===== src/rtl/fifo_wr_ctrl.sv =====
// fifo_wr_ctrl: write-domain pointer and flag controller for an asynchronous FIFO.
//
// Lives in the w_clk domain next to the dual-port FIFO memory. It takes the
// read pointer after the 2-flop synchroniser, still gray-coded. It returns the
// binary write address, the memory write strobe and a registered gray write
// pointer that the read-side synchroniser picks up.
//
// Parameters
//   ADDR_W    memory address width; depth is 2**ADDR_W; pointers are ADDR_W+1 bits
//   AFULL_TH  almost_full threshold on occupancy, 1..2**ADDR_W
//
// Ports
//   w_clk           write-domain clock
//   w_rstn          asynchronous active-low reset
//   w_inc_i         write request from the producer
//   ovf_clr_i       clears the sticky overflow flag
//   sync_rd_ptr_i   synchronised gray read pointer (ADDR_W+1 bits)
//   w_en_o          memory write strobe, w_inc_i & ~full_o (combinational)
//   w_addr_o        binary write address (ADDR_W bits)
//   gray_w_ptr_o    registered gray write pointer (ADDR_W+1 bits)
//   full_o          registered full flag
//   almost_full_o   registered, occupancy >= AFULL_TH
//   w_level_o       registered occupancy seen from the write side, 0..2**ADDR_W
//   overflow_o      sticky, a write was attempted while full
module fifo_wr_ctrl #(
  parameter int unsigned ADDR_W   = 3,
  parameter int unsigned AFULL_TH = 6
) (
  input  logic              w_clk,
  input  logic              w_rstn,
  input  logic              w_inc_i,
  input  logic              ovf_clr_i,
  input  logic [ADDR_W:0]   sync_rd_ptr_i,
  output logic              w_en_o,
  output logic [ADDR_W-1:0] w_addr_o,
  output logic [ADDR_W:0]   gray_w_ptr_o,
  output logic              full_o,
  output logic              almost_full_o,
  output logic [ADDR_W:0]   w_level_o,
  output logic              overflow_o
);

  localparam int unsigned PtrW = ADDR_W + 1;

  logic [PtrW-1:0] w_ptr_q, w_ptr_d;
  logic [PtrW-1:0] gray_q, gray_d;
  logic [PtrW-1:0] level_q, level_d;
  logic            full_q, full_d;
  logic            afull_q, afull_d;
  logic            ovf_q, ovf_d;
  logic [PtrW-1:0] rd_bin;
  logic [PtrW-1:0] rd_gray_wrapped;

  // A write is taken in the same cycle it is requested unless the FIFO is full.
  assign w_en_o   = w_inc_i & ~full_q;
  assign w_addr_o = w_ptr_q[ADDR_W-1:0];

  // Gray to binary conversion. Each bit is the XOR of itself and all bits above it.
  always_comb begin
    rd_bin = '0;
    rd_bin[PtrW-1] = sync_rd_ptr_i[PtrW-1];
    for (int i = int'(PtrW) - 2; i >= 0; i--) begin
      rd_bin[i] = rd_bin[i+1] ^ sync_rd_ptr_i[i];
    end
  end

  // In gray code, "write pointer is exactly one lap ahead" means the top two bits
  // are inverted and the rest are equal.
  assign rd_gray_wrapped = {~sync_rd_ptr_i[ADDR_W:ADDR_W-1], sync_rd_ptr_i[ADDR_W-2:0]};

  always_comb begin
    w_ptr_d = w_ptr_q + {{ADDR_W{1'b0}}, w_en_o};
    // Registering the gray value from the next-state pointer keeps gray_q aligned
    // with w_ptr_q, so it adds no extra cycle of lag.
    gray_d  = w_ptr_d ^ (w_ptr_d >> 1);
    // The read pointer is stale by the synchroniser delay, so this can only
    // over-report occupancy, never under-report it.
    level_d = w_ptr_d - rd_bin;
    full_d  = (gray_d == rd_gray_wrapped);
    afull_d = (level_d >= PtrW'(AFULL_TH));
    // Set has priority over clear, so a clear does not hide an overflow that
    // happens in the same cycle.
    ovf_d   = (w_inc_i & full_q) | (ovf_q & ~ovf_clr_i);
  end

  always_ff @(posedge w_clk or negedge w_rstn) begin
    if (!w_rstn) begin
      w_ptr_q <= '0;
      gray_q  <= '0;
      level_q <= '0;
      full_q  <= 1'b0;
      afull_q <= 1'b0;
      ovf_q   <= 1'b0;
    end else begin
      w_ptr_q <= w_ptr_d;
      gray_q  <= gray_d;
      level_q <= level_d;
      full_q  <= full_d;
      afull_q <= afull_d;
      ovf_q   <= ovf_d;
    end
  end

  assign gray_w_ptr_o  = gray_q;
  assign full_o        = full_q;
  assign almost_full_o = afull_q;
  assign w_level_o     = level_q;
  assign overflow_o    = ovf_q;

endmodule


===== config.mk =====
export PLATFORM = sky130hd
export DESIGN_NAME = fifo_wr_ctrl
export DESIGN_NICKNAME = d
export VERILOG_FILES = /design/src/rtl/fifo_wr_ctrl.sv
export SDC_FILE = /design/constraint.sdc
export NUM_CORES = 1
export LEC_CHECK = 0
export ABC_AREA = 1
export ABC_CLOCK_PERIOD_IN_PS = 1700
export CORE_MARGIN = 3
export CORE_UTILIZATION = 35
export CTS_BUF_LIST = sky130_fd_sc_hd__clkbuf_4 sky130_fd_sc_hd__clkbuf_8 sky130_fd_sc_hd__clkbuf_16
export CTS_CLUSTER_DIAMETER = 100
export DETAILED_ROUTE_END_ITERATION = 7
export GPL_ROUTABILITY_DRIVEN = 0
export PLACE_DENSITY = 0.65
export SLEW_MARGIN = 20
export SYNTH_ARGS = -nofsm -noshare
export SYNTH_HDL_FRONTEND = slang
export SYNTH_SLANG_ARGS = --single-unit

===== constraint.sdc =====
create_clock -name w_clk -period 1.7 [get_ports w_clk]
set_input_delay 0.34 -clock w_clk [delete_from_list [all_inputs] [get_ports w_clk]]
set_output_delay 0.34 -clock w_clk [all_outputs]
set_load 0.005 [all_outputs]

# --- Yosys cells after proc, flatten, opt, wreduce, memory -nomap -nowiden ---
# Cells that the tools add are included.
totals:
  elab_cells: 21
  register_bits: 15
  out_inout_bits: 15
op_classes:
  addsub: 2
  n_bitwise: 11
  n_lt_le_gt_ge: 1
  eq_ne: 1
ops:
  columns: ["operator", "n"]
  rows:
  - ["$add 4x1->4", 1]
  - ["$eq 4x4->1", 1]
  - ["$ge 4x3->1 const B", 1]
  - ["$sub 4x4->4", 1]
  - ["$xor 4x3->4", 1]
  - ["$and 1x1->1", 3]
  - ["$xor 1x1->1", 3]
  - ["$not 1->1", 2]
  - ["$not 2->2", 1]
  - ["$or 1x1->1", 1]

# --- Longest topological paths before layout ---
depth:
  word_depth: 5
  depth_mapped: 12
  ltp_nobuf: 12

# --- Worst setup path before layout ---
# OpenSTA, ideal clock, no wires.
synth_timing:
  path_type: "register to register"
  from: "reg full_q, in the netlist full_o"
  to: "reg afull_q, in the netlist almost_full_o"
  setup_time_ps: 125
  stages_incl_launch_ff: 12
  slack_ps: -227
  required_ps: 1575
  period_less_slack_ps: 1927
  t_arrival_ps: 1802
  path_cell_list: "dfrtp_1 -> nor2_1 -> ha_1 -> ha_1 -> inv_1 -> nand2_1 -> nand2_1 -> ha_1 -> a21oi_1 -> inv_1 -> nand2_1 -> nand3_1"
synth_between:
  elab_chain_cells: 5
synth_rtl:
  columns: ["element", "line_no", "rtl"]
  rows:
  - ["from (decl)", "48", "logic full_q, full_d;"]
  - ["from (signal assigned)", "98", "full_q <= full_d;"]
  - ["$not 1->1", "55", "assign w_en_o = w_inc_i & ~full_q;"]
  - ["$and 1x1->1", "55", null]
  - ["via w_en_o", "34", "output logic w_en_o,"]
  - ["$add 4x1->4", "72", "w_ptr_d = w_ptr_q + {{ADDR_W{1'b0}}, w_en_o};"]
  - ["via w_ptr_d[2]", "45", "logic [PtrW-1:0] w_ptr_q, w_ptr_d;"]
  - ["$sub 4x4->4", "78", "level_d = w_ptr_d - rd_bin;"]
  - ["$ge 4x3->1", "80", "afull_d = (level_d >= PtrW'(AFULL_TH));"]
  - ["via afull_d", "49", "logic afull_q, afull_d;"]
  - ["to (signal assigned)", "99", "afull_q <= afull_d;"]
  - ["to (decl)", "49", null]
# The timed path passes the listed nets, and every way through them passes these cells.

# --- Worst setup path in the final report ---
layout_timing:
  from: "reg full_q, in the netlist full_o"
  to: "reg afull_q, in the netlist almost_full_o"
layout_between:
  elab_chain_cells: 5
layout_rtl:
  columns: ["element", "line_no", "rtl"]
  rows:
  - ["$not 1->1", "55", null]
  - ["$and 1x1->1", "55", null]
  - ["$add 4x1->4", "72", null]
  - ["via w_ptr_d[1]", "45", null]
  - ["$sub 4x4->4", "78", null]
  - ["via level_d[1]", "47", "logic [PtrW-1:0] level_q, level_d;"]
  - ["$ge 4x3->1", "80", null]
  - ["via afull_d", "49", null]
# The timed path passes the listed nets, and every way through them passes these cells.

==> metrics.md <==
| Metric | Value |
|---|---|
| Outcome | `complete, but fails checks` |
| Failing checks | `negative setup slack` |
| Initial DRC count | `15` |
| Grt ovf | `0` |
| R2R Setup Slk | `-0.09 ns` |
| Vias in the first global route | `724` |
| Clock sink count | `14` |
| Min Tclk post-route | `1.79 ns` |
| Clock latency on the worst-skew pair | `0.28 ns` |
| Remaining DRCs | `0` |
| Final Max Slew Viols | `0` |
| Post-DP HPWL | `1.45 mm` |
| DRT Wirelength | `1.85 mm` |
| Required time of the worst setup path | `1.86 ns` |
| CTS tree | `built` |
| Worst slew pin tran | `0.203 ns` |
| Die Span Y | `52.2 um` |
| Longest Clk Path Bufs | `2` |
| Fin util | `68.2%` |
| DR vias/cell | `4.59` |
| Post-Syn Area | `746 um2` |
| CP max-delay cell | `fa_2` |
| Power per Cell Area | `2170 mW/mm2` |
| Share of cells above drive strength 1 | `43.6%` |
| Reg2reg end | `almost_full_o$_DFF_PN0_` |
| Non-Filler Cell Area, Final | `0.00135 mm2` |
| Initial DRT Pass Iterations | `4` |
| First-pass GRT wire length | `3.08 mm` |
| Reg-to-Reg Start | `full_o$_DFF_PN0_` |
| Arr. time, crit path | `1.95 ns` |
| Syn. warnings | `0` |
| Fmax | `559 MHz` |
| Placed Instance Area | `0.00119 mm2` |
| Post-Layout Cell Count | `160` |
| DP Cell Count | `153` |
| Core ar. | `0.00198 mm2` |
| Largest net degree at the start of global routing | `15` |
| Routed length per instance | `11.5 um` |
| Number of fillers in the final layout | `152` |
| Max-Cap Viols | `0` |
| Most frequent cells in the layout | `21 x buf_4, 16 x clkdlybuf4s50_1, 15 x nand2_1` |
| Setup Crit Path Kind | `register to register` |
| Clock slew at reported path FFs | `0.08 ns` |
| GRT Total Usage | `15.5%` |
| N_diodes | `0` |
| Synthesized instance count | `85` |
| Die area | `0.00272 mm2` |
| Max_slew headroom | `86.4%` |
| Placement Setup Slack | `-0.701 ns` |
| Chip width | `52.2 um` |
| RSZ-0062 raised after global routing | `true` |
| Fin crit share | `105%` |
| Mapped Avg Cell Area | `8.77 um2` |
| Net count, final | `149` |
| Syn_nets | `99` |
| Port bufs | `22` |
| Setup Skew | `0.00478 ns` |
| FF-to-FF path depth | `8` |
| Top cell by count, worst path | `ha_4` |
| Crit Path Max Fanout | `3` |
| Yosys reg bits | `14` |
| Seq/Total Area, Yosys | `47.0%` |
| Cell variety after synth | `16` |
| CP Launch Type | `register` |
| Total I/O pin count | `23` |
| Area Overhead vs Synth | `81.4%` |
| Starting Density | `37.6%` |
| CP max stage delay | `0.52 ns` |
| Hold-fix buffers at CTS | `0` |
| Final hold violation count | `0` |
| Min-delay worst type | `input pin to async pin` |
| FP Rows | `16` |
| CTS buffer count | `3` |
| Final Setup Violations | `2` |
| CTS H-tree depth | `1` |
| Crit-path cells | `nor2_4, ha_4, ha_4, inv_4, fa_2, inv_2, nand2_2, nand3_2` |
| Leakage | `0.675 nW` |
| CP endpoint kind | `register` |
| Clock root cell | `clkbuf_4` |
| Most common cell after layout, fill and taps aside | `buf_4` |
| Vias | `734` |
| Setup WS post-layout | `-0.0876 ns` |
| Max VDD drop | `1.47 mV` |
| Antenna-violating nets left | `0` |
| Initial antenna violation count | `0` |
-- state kept, by name, indices dropped and copies added, names as in the netlist --
signal and cells:
almost_full_o 1, w_level_o 4, w_ptr_q 3, full_o 1
overflow_o 1, gray_w_ptr_o 4
-- critical path, delay by kind of cell (launching register included) --
family,cells,cell delay [ns]
buf+inv,2,0.08
flops,1,0.40
simple gates,3,0.19
fa+ha+maj,3,1.00
-- metrics by stage --
stage	hold WS [ns]	setup TNS (ns)	total power [mW]
2_1_floorplan	0.0444	-0.152	1.42
3_3_place_gp	0.524	-4.35	2.21
3_5_place_dp	0.534	-4.86	2.28
4_1_cts	0.369	-0.160	2.74
5_1_grt	0.377	-0.376	3.20
6_report	0.361	-0.148	2.94
-- kinds of logic after synthesis --
logic type	synth area share [%]
buf+inv	8.05
simple gates	23.7
compound gates	2.35
flops	47.0
xor+xnor	7.89
fa+ha+maj	11.1
-- timing repair --
action | in CTS | in global routing
setup endpoints to repair | 8 | 4
resized for setup | 23 | 17
setup buffers | 2 | 2
endpoints found under the hold margin | 0 | 0
pin swaps | 12 | 9
-- power by group --
group	leakage (nW)	switching [mW]	internal [mW]	total, mW
clock network	0.0138	0.104	0.0822	0.187
logic	0.492	0.961	1.19	2.15
registers	0.170	0.0928	0.510	0.603
total	0.675	1.16	1.78	2.94
-- how the worst max path moves through the flow --
| stage | start | to | slack, ns | cells past startpoint |
|---|---|---|---|---|
| 5_1_grt | full_o$_DFF_PN0_ | almost_full_o$_DFF_PN0_ | -0.16 | 11 |
| 3_5_place_dp | sync_rd_ptr_i[3] | almost_full_o$_DFF_PN0_ | -0.70 | 9 |
| 6_report | full_o$_DFF_PN0_ | almost_full_o$_DFF_PN0_ | -0.09 | 8 |
| 4_1_cts | full_o$_DFF_PN0_ | almost_full_o$_DFF_PN0_ | -0.08 | 10 |
| 2_1_floorplan | sync_rd_ptr_i[3] | almost_full_o$_DFF_PN0_ | -0.1 | 8 |
| 3_3_place_gp | sync_rd_ptr_i[3] | almost_full_o$_DFF_PN0_ | -0.66 | 9 |
-- layer usage --
| metal | track usage, % | part of all wire [%] | vias up |
|---|---|---|---|
| li1 | - | - | 363 |
| met1 | 17.6 | 40 | 334 |
| met2 | 27.6 | 51 | 26 |
| met3 | 1.15 | 3.8 | 11 |
| met4 | 9.79 | 4.6 | 0 |
| met5 | 0 | 0 | - |
-- synthesized netlist by cell type --
| cell | n | area (um2) |
|---|---|---|
| nand2_1 | 23 | 86.3 |
| inv_1 | 16 | 60.1 |
| dfrtp_1 | 14 | 350 |
| nand3_1 | 14 | 70.1 |
| ha_1 | 5 | 62.6 |
| nor2_1 | 2 | 7.51 |
| xor2_1 | 2 | 17.5 |
| a21oi_1 | 1 | 5.00 |
| fa_1 | 1 | 20.0 |
| nand2_2 | 1 | 6.26 |
| nand4_1 | 1 | 6.26 |
| o21ai_0 | 1 | 5.00 |
| o21bai_1 | 1 | 7.51 |
| xnor2_1 | 1 | 8.76 |
| xnor2_2 | 1 | 16.3 |
| xor2_2 | 1 | 16.3 |
-- layout make-up --
cell class,count,area [um2],area share [%]
timing repair buffer,45,389,28.8
tap,27,33.8,2.50
multi-input combinational,55,492,36.4
clock buffer,3,22.5,1.67
inverter,16,65.1,4.81
sequential,14,350,25.9
(Power assumes the default switching activity.)
